## config.mk

```make
export PLATFORM = sky130hd
export DESIGN_NAME = num_display_seq
export DESIGN_NICKNAME = d
export VERILOG_FILES = /design/src/rtl/num_display_seq.sv
export SDC_FILE = /design/constraint.sdc
export NUM_CORES = 1
export LEC_CHECK = 0
export BUFFER_PORTS_ARGS = -buffer_cell sky130_fd_sc_hd__buf_2
export CORE_ASPECT_RATIO = 0.5
export CORE_MARGIN = 2
export CORE_UTILIZATION = 55
export DETAILED_ROUTE_END_ITERATION = 12
export GPL_TIMING_DRIVEN = 0
export PLACE_DENSITY_LB_ADDON = 0.3
export SYNTH_ARGS = -nofsm -noshare
export SYNTH_HDL_FRONTEND = slang
export SYNTH_SLANG_ARGS = --single-unit
```

## constraint.sdc

```tcl
create_clock -name clk -period 2.22 [get_ports clk]
set_input_delay 0.555 -clock clk [delete_from_list [all_inputs] [get_ports clk]]
set_output_delay 0.555 -clock clk [all_outputs]
set_load 0.01 [all_outputs]
```

## src/rtl/num_display_seq.sv

```systemverilog
// Sequencer between board switches/buttons and the 4-bit number display decoder:
// debounced digit capture into a small buffer, then timed playback with ready strobes.

module num_display_debounce #(
  parameter int DEBOUNCE_CYC = 4
) (
  input  logic clk,
  input  logic reset,
  input  logic btn,
  output logic press
);
  localparam int CNT_W = (DEBOUNCE_CYC > 2) ? $clog2(DEBOUNCE_CYC) : 1;

  logic             level;
  logic [CNT_W-1:0] run;

  // run counts consecutive samples that disagree with the accepted level;
  // any agreeing sample restarts it, so short glitches never flip the level.
  always_ff @(posedge clk) begin
    if (!reset) begin
      level <= 1'b0;
      run   <= '0;
      press <= 1'b0;
    end else begin
      press <= 1'b0;
      if (btn == level) begin
        run <= '0;
      end else if (run == CNT_W'(DEBOUNCE_CYC - 1)) begin
        level <= btn;
        run   <= '0;
        press <= btn;
      end else begin
        run <= run + CNT_W'(1);
      end
    end
  end
endmodule

module num_display_seq #(
  parameter int DEBOUNCE_CYC = 4,
  parameter int DWELL_CYC    = 8,
  parameter int DEPTH        = 4
) (
  input  logic                     clk,
  input  logic                     reset,
  input  logic [3:0]               sw,
  input  logic                     btn_enter,
  input  logic                     btn_play,
  output logic [3:0]               digit_out,
  output logic                     ready_out,
  output logic                     dec_reset,
  output logic [$clog2(DEPTH):0]   count,
  output logic                     busy,
  output logic                     err
);
  localparam int AW = $clog2(DEPTH);
  localparam int CW = AW + 1;
  localparam int DW = $clog2(DWELL_CYC);

  typedef enum logic [1:0] {IDLE, LOAD, HOLD, DONE} state_t;

  state_t          state;
  logic   [CW-1:0] index;
  logic   [CW-1:0] next_index;
  logic   [DW-1:0] dwell;
  logic   [3:0]    digits [DEPTH];
  logic            enter_p;
  logic            play_p;
  logic            accept_digit;

  num_display_debounce #(.DEBOUNCE_CYC(DEBOUNCE_CYC)) u_db_enter (
    .clk   (clk),
    .reset (reset),
    .btn   (btn_enter),
    .press (enter_p)
  );

  num_display_debounce #(.DEBOUNCE_CYC(DEBOUNCE_CYC)) u_db_play (
    .clk   (clk),
    .reset (reset),
    .btn   (btn_play),
    .press (play_p)
  );

  assign accept_digit = (state == IDLE) && enter_p && (sw <= 4'd9) && (count < CW'(DEPTH));
  assign next_index   = index + CW'(1);

  // Buffer holds data only; its contents are meaningless once count is cleared.
  always_ff @(posedge clk) begin
    if (reset && accept_digit) begin
      digits[count[AW-1:0]] <= sw;
    end
  end

  // Outputs are set on the edge entering a state, so LOAD's strobe and
  // DONE's decoder reset are visible during exactly those state cycles.
  always_ff @(posedge clk) begin
    if (!reset) begin
      state     <= IDLE;
      digit_out <= '0;
      ready_out <= 1'b0;
      dec_reset <= 1'b1;
      count     <= '0;
      busy      <= 1'b0;
      err       <= 1'b0;
      index     <= '0;
      dwell     <= '0;
    end else begin
      ready_out <= 1'b0;
      err       <= 1'b0;
      case (state)
        IDLE: begin
          dec_reset <= 1'b0;
          if (enter_p) begin
            if (accept_digit) begin
              count <= count + CW'(1);
            end else begin
              err <= 1'b1;
            end
          end else if (play_p) begin
            if (count == '0) begin
              err <= 1'b1;
            end else begin
              state     <= LOAD;
              index     <= '0;
              digit_out <= digits[0];
              ready_out <= 1'b1;
              busy      <= 1'b1;
            end
          end
        end
        LOAD: begin
          state <= HOLD;
          dwell <= '0;
        end
        HOLD: begin
          if (dwell == DW'(DWELL_CYC - 2)) begin
            index <= next_index;
            if (next_index < count) begin
              state     <= LOAD;
              digit_out <= digits[next_index[AW-1:0]];
              ready_out <= 1'b1;
            end else begin
              state     <= DONE;
              dec_reset <= 1'b1;
              digit_out <= '0;
            end
          end else begin
            dwell <= dwell + DW'(1);
          end
        end
        DONE: begin
          state     <= IDLE;
          dec_reset <= 1'b0;
          count     <= '0;
          index     <= '0;
          busy      <= 1'b0;
        end
        default: state <= IDLE;
      endcase
    end
  end
endmodule

```

==> results.md <==
* Layout cells sized above 1 at 17.8%
* Yosys warns at 0
* Routed vias/inst at 5.81
* Die H at ~47 microns
* Fmax at 0.477 GHz
* Slew headroom at 63.7%
* Starting Density at around 58%
* Largest stage delay, worst path at 370 ps
* Gate Count Post-Synth at around 170
* Antenna-violating nets left at 0
* Synth Area in Simple Gates at 13.9%
* Clock Skew at around 10 ps
* Drt wl/cell at around 16 microns
* Worst path setup slack after routing at approximately 120 ps
* Fin. Hold Viols at 0
* Mux contribution to synthesized area at ~7.2%
* Half-perimeter wire length after placement at between 2000 and 3000 microns
* Most frequent CP cell: ha_1
* Max-cap viol count at 0
* Total clock sinks at between 40 and 50
* Mapped Area at 2010 sq um
* Seq cells post-synth at between 40 and 50
* RSZ-0062 raised after global routing: no
* Die width at ~89 microns
* Fin crit share at 94.4%
* FF/Latch Area at 1020 sq um
* Syn avg cell area at approximately 12 sq um
* Placed insts at 240
* Run status: finished clean
* Post-Layout Cell Count at ~250
* Slew Viols, Final at 0
* Crit path time final at between 2000 and 2500 ps
* Synth async-reset ratio at 0%
* GR Overflow Total at 0
* Area of the multi-input gates at 923 sq um
* Reg clk slew, reported paths at around 90 ps
* Post-Synth XOR/XNOR Area at 1.31%
* Synth Area in Adders at under 10%
* PwrDens at approximately 800 nW/um^2
* Leakage at approximately 0.90 nW
* Hold WC Path Type: flop to flop
* Setup TNS at 0 ps
* All-Layer GR Usage at between 20% and 30%
* Worst Path Buf+Inv at 0
* H-tree levels at 2
* DRT iter0 DRCs at slightly below 80
* Vias in the first global route at ~1300
* DIE AREA at around 4200 sq um
* Setup violators final at 0
* First-pass GRT wire length at just over 6000 microns
* Remaining DRCs at 0
* Syn nets at between 150 and 200
* Cts hold-fix bufs at 0
* Number of flops mapped to enable cells by yosys at 16
* Pin count of the biggest net entering global routing at 16
* CTS tree: yes
* CP Capture Type: flop
* GPL Wtd Cong at 0.885
* Most common flop cell mapped by yosys: dfxtp_1
* Post-CTS resize count at 0
* Most common cell in the netlist: dfxtp_1
* Via count at 1441
* Num rows at 15
* Postcts setup bufs at 0
* Clk Latency, worst-skew pair at 300 ps
* Worst Path Required at approximately 2400 ps
* Fill cells at 272
* CP max FO at 5
* Post-synth top area cell: dfxtp_1
* Worst-path cell chain: ha_1 -> xor2_1 -> ha_1 -> a21o_1 -> a311oi_4 -> a22oi_1 -> a211oi_1
* CTS Root Buffer Type: clkbuf_8
* Worst-margin pin slew at 544 ps
* Largest family of logic cells by synthesized area: simple AND/OR/NAND/NOR gates
* Synth Area in Compound Gates at a little over an eighth
* IO buf count at 18
* CP delay by family, top: compound AO/OA/AOI/OAI gates
* Fin nets at 220
* Synth top area cells: dfxtp_1, edfxtp_1, ha_1
* Register area share after synthesis at 50.8%
* Initial antenna violation count at 0
* Fin area at around 2300 sq um
* Core area at 3470 sq um
* Commonest cells in the netlist: dfxtp_1, edfxtp_1, ha_1
* Setup WS pre-CTS at approximately 160 ps
* Pre-Repair DR Iteration Count at 4
* Kind of critical path: flop to flop
* Area growth from synthesis to layout at 13.1%
* Max IR drop VDD at roughly 0.32 mV
* Total CTS buffers at 5
* I/O Pins at 19
* Max Buffers Root-to-Sink at 2
* Total Wirelength at ~4000 microns
* Worst path slowest cell: dfxtp_1
* Netlist cell types at 46
* Type of origin of the critical path: flop
* Yosys top cell area share at 26.9%
* Diode count at 0
* Post-DP Area at approximately 2200 sq um
* CP arrival at around 2300 ps
==> path summary, 6_finish.rpt <==
check	from	to	slack, ps	depth (start not counted)
max	index[0]	digit_out[3]	120	7
min	u_db_enter.run[0]	u_db_enter.run[0]	450	1
max reg2reg	index[0]	digit_out[3]	120	7
min reg2reg	u_db_enter.run[0]	u_db_enter.run[0]	450	1
==> per-layer routing <==
layer | track usage, % | wire, microns | vias up
met1 | 28.2 | 1840 | 689
met4 | 9.55 | 53 | 0
met2 | 31.7 | 1830 | 46
met3 | 6.15 | 266 | 7
li1 | - | - | 699
met5 | 0 | 0 | -
==> layout by cell type, fill, tap and decap left out, types with 5 or more instances in the layout <==
cell type	count
a21oi_1	12
ha_1	16
clkbuf_8	5
dfxtp_1	27
o21ai_0	5
buf_2	19
nand3_1	7
edfxtp_1	16
nand2_1	6
nor2_1	5
mux2i_1	5
inv_1	9
==> final cells by class <==
type,instances,area share [%]
Sequential cell,43,44.9
Timing Repair Buffer,18,3.96
Clock inverter,2,0.715
Tap cell,51,2.81
Multi-Input combinational cell,113,40.6
Buffer,5,1.21
Clock buffer,6,4.13
Inverter,10,1.65
==> per-stage QoR <==
step / total power, mW / hold WS (ps) / utilization [%]
after global routing: 1.87 / 467 / 65.5
after detailed placement: 1.22 / 428 / 62.3
final: 1.79 / 450 / 65.5
after floorplan: 1.12 / 406 / -
after global placement: 1.20 / 413 / 62.3
after CTS: 1.79 / 453 / 65.5
==> state kept, by name, indices dropped and copies added, names as in the netlist <==
| name | flops |
|---|---|
| u_db_enter.level | 1 |
| state | 2 |
| u_db_enter.run | 2 |
| u_db_play.press | 1 |
| index | 3 |
| digit_out | 4 |
| u_db_play.run | 2 |
| count | 3 |
| ready_out | 1 |
| digits | 16 |
| u_db_play.level | 1 |
| err | 1 |
| busy | 1 |
| u_db_enter.press | 1 |
| dwell | 3 |
| dec_reset | 1 |
==> logic make-up after synthesis <==
logic type	after synthesis
xor+xnor	3
mux	9
buf+inv	15
fa+ha+maj	16
compound gates	39
flops	43
simple gates	46
==> report_power, final <==
part	internal, mW	switching [mW]
Sequential	0.860	0.0280
Combinational	0.120	0.200
Clock	0.294	0.288
==> worst register-to-register path, cell delays in order (launching register included) <==
cell	delay [ps]
dfxtp_1	370
ha_1	190
xor2_1	190
ha_1	310
a21o_1	210
a311oi_4	370
a22oi_1	150
a211oi_1	240
(Power assumes the default switching activity.)
